### src/rtl/fifo_sync_prot.sv
// Single-clock FIFO with occupancy count, programmable almost flags, optional
// first-word-fall-through read and per-word parity with sticky error status.
module fifo_sync_prot #(
  parameter int unsigned FIFO_DEPTH = 16,
  parameter int unsigned DATA_WIDTH = 32,
  parameter bit          FWFT       = 1'b0,
  parameter int unsigned CW         = $clog2(FIFO_DEPTH) + 1
) (
  input  logic                  Clock,
  input  logic                  Reset,
  input  logic                  WriteEn,
  input  logic [DATA_WIDTH-1:0] DataIn,
  input  logic                  ParityInject,
  input  logic                  ReadEn,
  output logic [DATA_WIDTH-1:0] DataOut,
  output logic                  DataValid,
  output logic [CW-1:0]         Count,
  input  logic [CW-1:0]         AeThresh,
  input  logic [CW-1:0]         AfThresh,
  output logic                  Empty_,
  output logic                  AlmostEmpty_,
  output logic                  HalfFull_,
  output logic                  AlmostFull_,
  output logic                  Full_,
  output logic [2:0]            ErrStatus,
  input  logic                  ErrClear,
  output logic                  Error_
);

  localparam int unsigned AW = CW - 1;
  localparam int unsigned MW = DATA_WIDTH + 1;

  logic [MW-1:0] mem [FIFO_DEPTH];
  logic [CW-1:0] wp;
  logic [CW-1:0] rp;
  logic [CW-1:0] count;
  logic [2:0]    err;

  logic          rd_ok_c;
  logic          wr_ok_c;
  logic          wr_rej_c;
  logic          rd_rej_c;
  logic          par_err_c;
  logic [MW-1:0] head_c;
  logic [2:0]    err_new_c;

  // Acceptance: a write into a full FIFO is allowed only alongside a pop
  assign rd_ok_c   = ReadEn && (count != '0);
  assign wr_ok_c   = WriteEn && ((count < CW'(FIFO_DEPTH)) || rd_ok_c);
  assign wr_rej_c  = WriteEn && !wr_ok_c;
  assign rd_rej_c  = ReadEn && !rd_ok_c;

  // Stored word carries its parity bit, so XOR over the word is 0 when intact
  assign head_c    = mem[rp[AW-1:0]];
  assign par_err_c = rd_ok_c && (^head_c);
  assign err_new_c = {par_err_c, rd_rej_c, wr_rej_c};

  // Storage is not reset
  always_ff @(posedge Clock) begin
    if (wr_ok_c) begin
      mem[wp[AW-1:0]] <= {(^DataIn) ^ ParityInject, DataIn};
    end
  end

  always_ff @(posedge Clock or posedge Reset) begin
    if (Reset) begin
      wp    <= '0;
      rp    <= '0;
      count <= '0;
    end else begin
      if (wr_ok_c) wp <= wp + CW'(1);
      if (rd_ok_c) rp <= rp + CW'(1);
      unique case ({wr_ok_c, rd_ok_c})
        2'b10:   count <= count + CW'(1);
        2'b01:   count <= count - CW'(1);
        default: count <= count;
      endcase
    end
  end

  // Sticky errors; a fresh error wins over a simultaneous clear
  always_ff @(posedge Clock or posedge Reset) begin
    if (Reset) begin
      err <= '0;
    end else begin
      err <= (ErrClear ? 3'b000 : err) | err_new_c;
    end
  end

  generate
    if (FWFT) begin : g_fwft
      assign DataOut   = head_c[DATA_WIDTH-1:0];
      assign DataValid = (count != '0);
    end else begin : g_std
      logic [DATA_WIDTH-1:0] dout_q;
      logic                  dv_q;

      always_ff @(posedge Clock or posedge Reset) begin
        if (Reset) begin
          dout_q <= '0;
          dv_q   <= 1'b0;
        end else begin
          dv_q <= rd_ok_c;
          if (rd_ok_c) dout_q <= head_c[DATA_WIDTH-1:0];
        end
      end

      assign DataOut   = dout_q;
      assign DataValid = dv_q;
    end
  endgenerate

  // Flags decode the registered count against live thresholds
  assign Count        = count;
  assign Empty_       = !(count == '0);
  assign Full_        = !(count == CW'(FIFO_DEPTH));
  assign HalfFull_    = !(count >= CW'(FIFO_DEPTH / 2));
  assign AlmostEmpty_ = !(count <= AeThresh);
  assign AlmostFull_  = !(count >= AfThresh);
  assign ErrStatus    = err;
  assign Error_       = ~|err;

endmodule

### config.mk
export PLATFORM = sky130hd
export DESIGN_NAME = fifo_sync_prot
export DESIGN_NICKNAME = d
export VERILOG_FILES = /design/src/rtl/fifo_sync_prot.sv
export SDC_FILE = /design/constraint.sdc
export NUM_CORES = 1
export LEC_CHECK = 0
export ABC_AREA = 1
export BUFFER_PORTS_ARGS = -buffer_cell sky130_fd_sc_hd__buf_2
export CORE_ASPECT_RATIO = 0.7
export CORE_MARGIN = 1.5
export CORE_UTILIZATION = 50
export CTS_CLUSTER_DIAMETER = 30
export DETAILED_ROUTE_END_ITERATION = 10
export PLACE_DENSITY_LB_ADDON = 0.3
export SLEW_MARGIN = 10
export SYNTH_ARGS = -nofsm -noshare
export SYNTH_HDL_FRONTEND = slang
export SYNTH_SLANG_ARGS = --single-unit
### constraint.sdc
create_clock -name Clock -period 4.5 [get_ports Clock]
set_clock_uncertainty 0.15 [all_clocks]
set_input_delay 0.9 -clock Clock [delete_from_list [all_inputs] [get_ports Clock]]
set_output_delay 0.9 -clock Clock [all_outputs]
set_load 0.05 [all_outputs]
# Yosys cells after proc, flatten, opt, wreduce, memory -nomap -nowiden
# Memories as Yosys holds them, arrays and structs flattened.
# Index checks and enable logic that the tools add are counted.
# totals
word_cells	44
n_memories	1
ff_bits	51
ramBits	528
# op_classes
muxes	4
eq_ne	3
n_lt_le_gt_ge	4
add_sub_neg	4
n_bitwise	2
reduce_logical	20
# mem_list
memory	depth	width	read_ports	rd_clocked_by_memory_dff	wr	line_no	rtl
mem	16	33	1	0	1	33	logic [MW-1:0] mem [FIFO_DEPTH];
# op_table
op	count
$reduce_xor A33 Y1	1
$reduce_xor A32 Y1	1
$add A5 B1 Y5 const B	3
$pmux W5 S2	1
$logic_not A1 Y1	8
$eq A5 B5 Y1 const B	1
$ge A5 B4 Y1 const B	1
$ge A5 B5 Y1	1
$le A5 B5 Y1	1
$logic_and A1 B1 Y1	5
$logic_not A5 Y1	1
$lt A5 B5 Y1 const B	1
$reduce_bool A5 Y1	1
$sub A5 B1 Y5 const B	1
$mux W3	1
$or A3 B3 Y3	1
$reduce_or A3 Y1	1
$eq A2 B1 Y1 const B	1
$eq A2 B2 Y1 const B	1
$mux W1	2
$reduce_bool A2 Y1	1
$logic_or A1 B1 Y1	1
$xor A1 B1 Y1	1

# Longest topological paths before layout
# Gate-level depths: netlist (run 1).
# logic_depth
depth_word	7
ltp_mapped	24

# Worst setup path after synthesis (run 1)
# Ideal clock, no wire load.
# synth_timing
kind	register -> register
start	register count[1] (netlist: Count[1])
end	register count[4] (netlist: Count[4])
path_stages_with_launch	14
t_arrival_ns	3.151
n_path_buf	0
t_required_ns	4.199
slack_ns	1.049
setup_time_ns	0.151
path_cell_list	dfrtp_1 nor4_1 nand2_1 nand2_1 clkinv_1 ha_1 ha_1 nand2_1 nor2_1 a211oi_1 nand2_1 nand2_1 nor2_1 xor2_1
# synth_via
elab_chain_len	6
# synth_lines
item	line_no	rtl
start: declaration	36	logic [CW-1:0] count;
start signal: assignment	74	2'b10: count <= count + CW'(1);
start signal: assignment	75	2'b01: count <= count - CW'(1);
start signal: assignment	76	default: count <= count;
$reduce_bool A5 Y1 (*)	48	assign rd_ok_c = ReadEn && (count != '0);
$logic_and A1 B1 Y1 (*)	48	
net rd_ok_c	39	logic rd_ok_c;
$logic_or A1 B1 Y1	49	assign wr_ok_c = WriteEn && ((count < CW'(FIFO_DEPTH)) || rd_ok_c);
$logic_and A1 B1 Y1	49	
$eq A2 B1 Y1 or $eq A2 B2 Y1 (tied branches)	73	unique case ({wr_ok_c, rd_ok_c})
$pmux W5 S2 or $reduce_bool A2 Y1 (tied branches)	n/a	
# The timed path passes the listed nets; every way through them passes the cells marked *.
# A chain may end at the register's enable or synchronous reset.

# Worst setup path in the final report (run 1)
# layout_timing
start	register rp[0]
end	register err[2] (netlist: ErrStatus[2])
# layout_via
elab_chain_len	4
# layout_lines
item	line_no	rtl
start: declaration	35	logic [CW-1:0] rp;
start signal: assignment	72	if (rd_ok_c) rp <= rp + CW'(1);
$mem_v2 Z16 W33	n/a	
$reduce_xor A33 Y1	55	assign par_err_c = rd_ok_c && (^head_c);
$logic_and A1 B1 Y1	55	
$or A3 B3 Y3	86	err <= (ErrClear ? 3'b000 : err) | err_new_c;
end signal: assignment	86	
end: declaration	37	logic [2:0] err;
# No other way between the ends.

==> results of run 1 <==
[path summary, 6_finish.rpt]
path / from / end / slack [ns] / cells past startpoint
worst max-delay path: rp[0] / ErrStatus[2] / 1.06 / 21
worst min-delay path: DataOut[20] / DataOut[20] / 0.33 / 2
worst max register to register: rp[0] / ErrStatus[2] / 1.06 / 21
worst min register to register: DataOut[20] / DataOut[20] / 0.33 / 2
max in group asynchronous: Reset / rp[0] / 3.04 / 2
min in group asynchronous: Reset / DataOut[1] / 0.39 / 2
[worst reg2reg max path, stage by stage, from the launching register on]
cell and delay, ns:
sky130_fd_sc_hd__dfrtp_4 0.61, sky130_fd_sc_hd__inv_6 0.51, sky130_fd_sc_hd__buf_4 0.42, sky130_fd_sc_hd__nand2_1 0.09
sky130_fd_sc_hd__nand3_1 0.07, sky130_fd_sc_hd__nand3_1 0.08, sky130_fd_sc_hd__nand3_1 0.12, sky130_fd_sc_hd__nand2_1 0.25
sky130_fd_sc_hd__nand2_1 0.19, sky130_fd_sc_hd__inv_2 0.04, sky130_fd_sc_hd__nor2_2 0.08, sky130_fd_sc_hd__nand2_1 0.06
sky130_fd_sc_hd__nand2_1 0.08, sky130_fd_sc_hd__nand2_1 0.05, sky130_fd_sc_hd__nand2_1 0.09, sky130_fd_sc_hd__nand2_1 0.06
sky130_fd_sc_hd__nand2_1 0.06, sky130_fd_sc_hd__nand2_1 0.07, sky130_fd_sc_hd__nand2_1 0.06, sky130_fd_sc_hd__nand2_1 0.05
sky130_fd_sc_hd__nand3_1 0.07, sky130_fd_sc_hd__nand2_1 0.06
[where the power goes]
group	internal, mW	switching (mW)	leakage (nW)
clock network	4.40	2.64	1.51
registers	6.57	0.294	5.36
logic	2.30	6.45	5.55
total	13.3	9.38	12.4
[cell type report]
cell class | count | area share
repair buffers | 131 | 0.0295
flip-flops and latches | 577 | 0.577
clock inverters | 68 | 0.0229
inverters | 229 | 0.0293
multi-input cells | 1529 | 0.230
well taps | 665 | 0.0281
clock buffers | 108 | 0.0833
[cell families after synthesis]
logic type,Yosys count,synth area share
flip-flops,577,0.675
buffers and inverters,343,0.0599
AND/OR/NAND/NOR,1369,0.219
XOR/XNOR,41,0.0142
adder cells (fa/ha/maj),20,0.0102
AO/OA/AOI/OAI,99,0.0214
[through the flow]
step,std cells,area (um^2),setup WS (ns)
floorplan,2449,25300,1.05
global placement,3131,26500,1.02
detailed placement,3131,26500,0.903
CTS,3307,29600,1.06
global route,3307,29600,0.735
finish,3307,29600,1.06
[flip-flops by register name, indices dropped and copies added, names as in the netlist]
register,cells
wp,4
rp,4
mem,528
Count,5
DataOut,32
DataValid,1
ErrStatus,3
[synthesized netlist by cell type, drive strengths merged, types with 4 or more instances]
cell type and n:
ha 19, o211ai 4, nand3 279, xor2 15, xnor2 26, nor2 105, clkbuf 24, a21oi 13
or2 11, buf 90, nand2 968, dfrtp 49, inv 227, o21ai 71, edfxtp 528
[per-layer routing]
metal / vias up / track usage / part of all wire
met1: 8291 / 0.374 / 0.44
met4: 4 / 0.0782 / 0.021
li1: 8321 / - / -
met5: - / 0 / 0.00041
met3: 116 / 0.0574 / 0.097
met2: 895 / 0.383 / 0.45
==> run summary, run 1 <==
OUTCOME
--------------------------------------------------------------------------------
Result of the run ................................................. complete, no violations

ROUTING
--------------------------------------------------------------------------------
Vias post-DR ......................................................        17627
DRC viols .........................................................            0
Routed WL per cell ................................................      19.8 um
Total Wirelength ..................................................      65.4 mm
Count of antenna-violating nets left after detailed routing .......            0
Via density .......................................................         5.33
Initial DRT Pass Iterations .......................................            6
First DRT Iteration DRCs ..........................................         2027

GLOBAL ROUTING
--------------------------------------------------------------------------------
Via count of the first global-routing pass ........................        16631
Number of antenna violations at the first check in global routing .            3
Total GRT Usage ...................................................        0.256
Maximum number of pins on one net before global-route repair ......          110
Global-route wire length before repair ............................      99.5 mm
Overflow left after global routing ................................            0

FINAL LAYOUT
--------------------------------------------------------------------------------
Top library cells by usage in the layout, fill and taps aside ..... 967 x sky130_fd_sc_hd__nand2_1, 528 x sky130_fd_sc_hd__edfxtp_1, 279 x sky130_fd_sc_hd__nand3_1
Filler cell count .................................................         3886
Finished Core Util ................................................        0.597
Commonest non-fill, non-tap cell in the layout .................... sky130_fd_sc_hd__nand2_1
Nets@finish .......................................................         2631
ANT cells .........................................................            0
Area taken by flip-flops and latches ..............................   17100 um^2
Fraction of layout cells with a size suffix above 1 ...............        0.130
Area taken by multi-input logic gates .............................    6820 um^2
Layout overhead on the synthesized area ...........................        17.1%

SYNTH
--------------------------------------------------------------------------------
Count of distinct cell types in the synthesized netlist ...........           37
Number of flops mapped to enable cells by yosys ...................          528
Area share of the largest cell type after synthesis ...............        0.627
Cell area after technology mapping ................................   25300 um^2
Largest cells by area after synthesis ............................. sky130_fd_sc_hd__edfxtp_1 63%, sky130_fd_sc_hd__nand2_1 14%, sky130_fd_sc_hd__nand3_1 5.5%
Number of warning messages in the yosys log .......................            0
Average cell area after synthesis .................................    10.3 um^2
Sequential-to-total area share from yosys stat ....................        0.675
Post-Synthesis Cells ..............................................         2449
Synthesis-stage register bit count ................................          577
Cell accounting for the most synthesized area ..................... sky130_fd_sc_hd__edfxtp_1
Async set-reset flop share out of synthesis .......................       0.0849
Post-synth net total ..............................................         2517
Top_reg_cell synth ................................................ sky130_fd_sc_hd__edfxtp_1

CRITICAL PATH
--------------------------------------------------------------------------------
Kind of end point of the critical path ............................     register
Crit path top cell by count ....................................... sky130_fd_sc_hd__nand2_1
Kind of start point of the critical path ..........................     register
Critical path's largest stage delay ...............................      0.61 ns
WP data required ..................................................      4.86 ns
Standard cell with the maximum stage delay on the critical path ... sky130_fd_sc_hd__dfrtp_4
Cell family contributing the most delay on the critical path ...... simple AND/OR/NAND/NOR gates
Critical Path, Cell by Cell ....................................... inv_6, buf_4, nand2_1, nand3_1, nand3_1, nand3_1, nand2_1, nand2_1, inv_2, nor2_2, nand2_1, nand2_1, nand2_1, nand2_1, nand2_1, nand2_1, nand2_1, nand2_1, nand2_1, nand3_1, nand2_1
Kind of critical path .............................................   reg -> reg
Worst Path Arrival ................................................      3.80 ns
Number of buffers and inverters on the critical path ..............            3
Critical-path maximum fanout ......................................           78

STA
--------------------------------------------------------------------------------
RSZ-0062 raised after global routing ..............................        false
Tightest slew margin relative to the limit ........................        0.270
Final critical-path required period ...............................      3.44 ns
Share of the clock period used by the worst path ..................        0.765
Minimum hold slack ................................................     0.329 ns
Final setup violating endpoints ...................................            0
Final Max Tran Viols ..............................................            0
Post-route setup TNS ..............................................         0 ns
Transition at the pin with the smallest max-transition slack ......      1.10 ns
Hold violation count in the final report ..........................            0
Highest clock rate ................................................      290 MHz

CTS
--------------------------------------------------------------------------------
Clock-pin transition on the worst setup and hold timing paths .....      0.05 ns
Root buf cell ..................................................... sky130_fd_sc_hd__clkbuf_16
CTS H-tree lvls ...................................................            3
Number of buffers inserted to repair setup after CTS ..............            0
Hold-fix buffer count after cts ...................................            0
Clk_lat worst skew ................................................      0.65 ns
TritonCTS clock tree ..............................................          yes
Clock buffers created by TritonCTS ................................           95
Number of sinks on the clock net ..................................          577
Maximum number of buffers from clock root to sink .................            3
Number of resized instances in the post-cts repair step ...........            0

PLACED DESIGN
--------------------------------------------------------------------------------
Number of buffers added on ports ..................................           94
RePlAce Congestion ................................................        0.784
Sum of net half-perimeters after detailed placement ...............      34.9 mm

POWER AND IR DROP
--------------------------------------------------------------------------------
Power density of the placed cells .................................  765 nW/um^2
VDD IR max ........................................................       584 uV
Standby leakage power .............................................      12.4 nW
Total Power .......................................................      22.7 mW

DIE
--------------------------------------------------------------------------------
Die width .........................................................       272 um
Starting Density ..................................................        0.510
Standard-cell rows ................................................           68
Total Die Area ....................................................   52000 um^2
Height of the die .................................................       191 um
Placeable core region .............................................   49600 um^2
Number of top-level pins ..........................................           95

HOLD PATH
--------------------------------------------------------------------------------
Worst hold path class .............................................   reg -> reg

JOB
--------------------------------------------------------------------------------
Max-Cap Viols .....................................................            0

Power figures use the tool's default switching activity.
==> inputs of run 2 (changes only) <==
clock period = 3.45 ns   (was 4.5 ns; I/O delays follow)
==> run 2 against run 1 <==
  * Final cell count grew 1.8%
  * Clock-buffer cell count increased by 6
  * Flip-flop and latch count unchanged
  * Combinational power is 38% higher
  * Die area is the same
  * Global-route usage up 1.8 points
  * First-iteration DRC count rose by 1.2%
  * Final area rose by 2.9%
==> run summary, run 2 (synthesis gave the netlist of run 1 again) <==
STA
----------------------------------------------------------------------------------
Highest clock rate ..................................................      305 MHz
Final setup violating endpoints .....................................            0   unchanged
Hold violation count in the final report ............................            0   unchanged
Share of the clock period used by the worst path ....................        0.951
Transition at the pin with the smallest max-transition slack ........     0.893 ns   -0.202 ns
Final critical-path required period .................................      3.28 ns
Tightest slew margin relative to the limit ..........................        0.404   +0.134
Final Max Tran Viols ................................................            0   unchanged
RSZ-0062 raised after global routing ................................        false
Final worst setup slack .............................................     0.170 ns   -0.886 ns
Minimum hold slack ..................................................    0.0861 ns   -0.243 ns
Post-route setup TNS ................................................         0 ns   unchanged

CRITICAL PATH
----------------------------------------------------------------------------------
Worst Path Arrival ..................................................      2.44 ns   -1.36 ns
Critical path's largest stage delay .................................      0.43 ns   -0.18 ns
Kind of critical path ...............................................   reg -> out
Critical-path maximum fanout ........................................            5   -94%
Number of buffers and inverters on the critical path ................            3   unchanged
Depth of the worst register-to-register path ........................           21   unchanged
Cell family contributing the most delay on the critical path ........ compound AO/OA/AOI/OAI gates
Number of logic stages on the critical path including buffering .....            9   -57%
WP data required ....................................................      2.61 ns   -2.25 ns
Standard cell with the maximum stage delay on the critical path ..... sky130_fd_sc_hd__dfrtp_1
Kind of end point of the critical path ..............................   output pin
Kind of start point of the critical path ............................     register
R2R setup slack .....................................................      0.28 ns   -0.78 ns
Critical Path, Cell by Cell ......................................... inv_1, ha_1, inv_1, nand2_1, a21oi_1, o21bai_1, a21o_1, a21oi_1, clkbuf_4

ROUTING
----------------------------------------------------------------------------------
Initial DRT Pass Iterations .........................................            6   unchanged
DRC viols ...........................................................            0   unchanged
Vias post-DR ........................................................        18264   +3.6%
Count of antenna-violating nets left after detailed routing .........            0   unchanged
First DRT Iteration DRCs ............................................         2051   +1.2%
Routed WL per cell ..................................................      20.9 um   +5.6%
Via density .........................................................         5.43   +1.8%
Total Wirelength ....................................................      70.3 mm   +7.5%

FINAL LAYOUT
----------------------------------------------------------------------------------
Fraction of layout cells with a size suffix above 1 .................        0.150   +0.0197
Number of cells in the finished layout apart from fillers ...........         3366   +1.8%
Flip-flop count of the largest register, all copies and words added .          528   unchanged
Top library cells by usage in the layout, fill and taps aside ....... 966 x sky130_fd_sc_hd__nand2_1, 528 x sky130_fd_sc_hd__edfxtp_1, 279 x sky130_fd_sc_hd__nand3_1
Nets@finish .........................................................         2682   +1.9%
ANT cells ...........................................................            0   unchanged
Final instance area .................................................   30500 um^2   +2.9%
Commonest non-fill, non-tap cell in the layout ...................... sky130_fd_sc_hd__nand2_1
Layout overhead on the synthesized area .............................        20.5%

POWER AND IR DROP
----------------------------------------------------------------------------------
VDD IR max ..........................................................       690 uV   +18%
Standby leakage power ...............................................      12.9 nW   +3.6%
Power density of the placed cells ................................... 1020 nW/um^2   +33%

CTS
----------------------------------------------------------------------------------
Root buf cell ....................................................... sky130_fd_sc_hd__clkbuf_16
Clk_lat worst skew ..................................................      0.66 ns   about the same
Maximum number of buffers from clock root to sink ...................            3   unchanged
Clock-pin transition on the worst setup and hold timing paths .......      0.05 ns   about the same
Number of sinks on the clock net ....................................          577   unchanged
Clock buffers created by TritonCTS ..................................          101   +6.3%
Hold-fix buffer count after cts .....................................            0   unchanged
TritonCTS clock tree ................................................          yes
CTS H-tree lvls .....................................................            3   unchanged

PLACED DESIGN
----------------------------------------------------------------------------------
Sum of net half-perimeters after detailed placement .................      39.6 mm   +14%
RePlAce Congestion ..................................................        0.881   +12%
Post-Place Worst Slack ..............................................     0.306 ns   -0.597 ns
Number of buffers added on ports ....................................           94   unchanged
Placed cell areas ...................................................   27000 um^2   +1.8%
Number of placed cells counting well taps ...........................         3174   +1.4%

GLOBAL ROUTING
----------------------------------------------------------------------------------
Number of antenna violations at the first check in global routing ...            0   -3
Routing usage on met2 ...............................................        0.404   +0.0206
Global Route met3 Usage .............................................       0.0825   +0.0251
Via count of the first global-routing pass ..........................        17577   +5.7%
Global-route wire length before repair ..............................       106 mm   +6.2%
Grt met1 use ........................................................        0.386   +0.0128
Overflow left after global routing ..................................            0   unchanged
Most crowded layer after global routing .............................         met2
Maximum number of pins on one net before global-route repair ........          106   -3.6%
Total GRT Usage .....................................................        0.274   +0.0179

DIE
----------------------------------------------------------------------------------
Placeable core region ...............................................   49600 um^2   unchanged
Height of the die ...................................................       191 um   unchanged
Number of top-level pins ............................................           95   unchanged
Standard-cell rows ..................................................           68   unchanged
Total Die Area ......................................................   52000 um^2   unchanged
Die width ...........................................................       272 um   unchanged
Starting Density ....................................................        0.510   unchanged

HOLD PATH
----------------------------------------------------------------------------------
Worst hold path class ...............................................  in -> async

JOB
----------------------------------------------------------------------------------
Max-Cap Viols .......................................................            0   unchanged

OUTCOME
----------------------------------------------------------------------------------
Result of the run ................................................... complete, no violations

[run 2: final timing paths]
kind	to	from
worst max-delay path	AlmostFull_	Count[0]
worst min-delay path	ErrStatus[0]	Reset
worst max register to register	ErrStatus[2]	rp[0]
worst min register to register	DataOut[10]	DataOut[10]
max in group asynchronous	DataOut[17]	Reset
min in group Clock	ErrStatus[0]	WriteEn
[run 2: final cells by class]
| cell class | count | area (um^2) |
|---|---|---|
| well taps | 665 | 832 |
| fillers | 3847 | 19100 |
| repair buffers | 176 | 1410 |
| clock inverters | 76 | 842 |
| clock buffers | 114 | 2620 |
| multi-input cells | 1529 | 6820 |
| inverters | 229 | 870 |
| flip-flops and latches | 577 | 17100 |
[run 2: per-layer routing]
layer,wire length [um],share of wire
met1,29500,0.42
met3,8300,0.12
met2,30500,0.43
met4,1950,0.028
met5,0,0
[run 2: what timing repair did]
action                                  in CTS  in global routing
buffers inserted                             0                  1
endpoints found under the setup margin       0                  2
resized for setup                            0                  4
[run 2: power by group]
part / internal (mW) / switching [mW] / total [mW]
Sequential: 8.56 / 0.432 / 8.99
Combinational: 3.39 / 8.74 / 12.1
Clock: 6.35 / 3.61 / 9.96
[run 2: metrics by stage]
stage,utilization,total power [mW]
finish,0.614,31.1
global route,0.614,32.7
CTS,0.613,30.9
detailed placement,0.544,20.8
global placement,0.544,20.6
floorplan,-,17.1
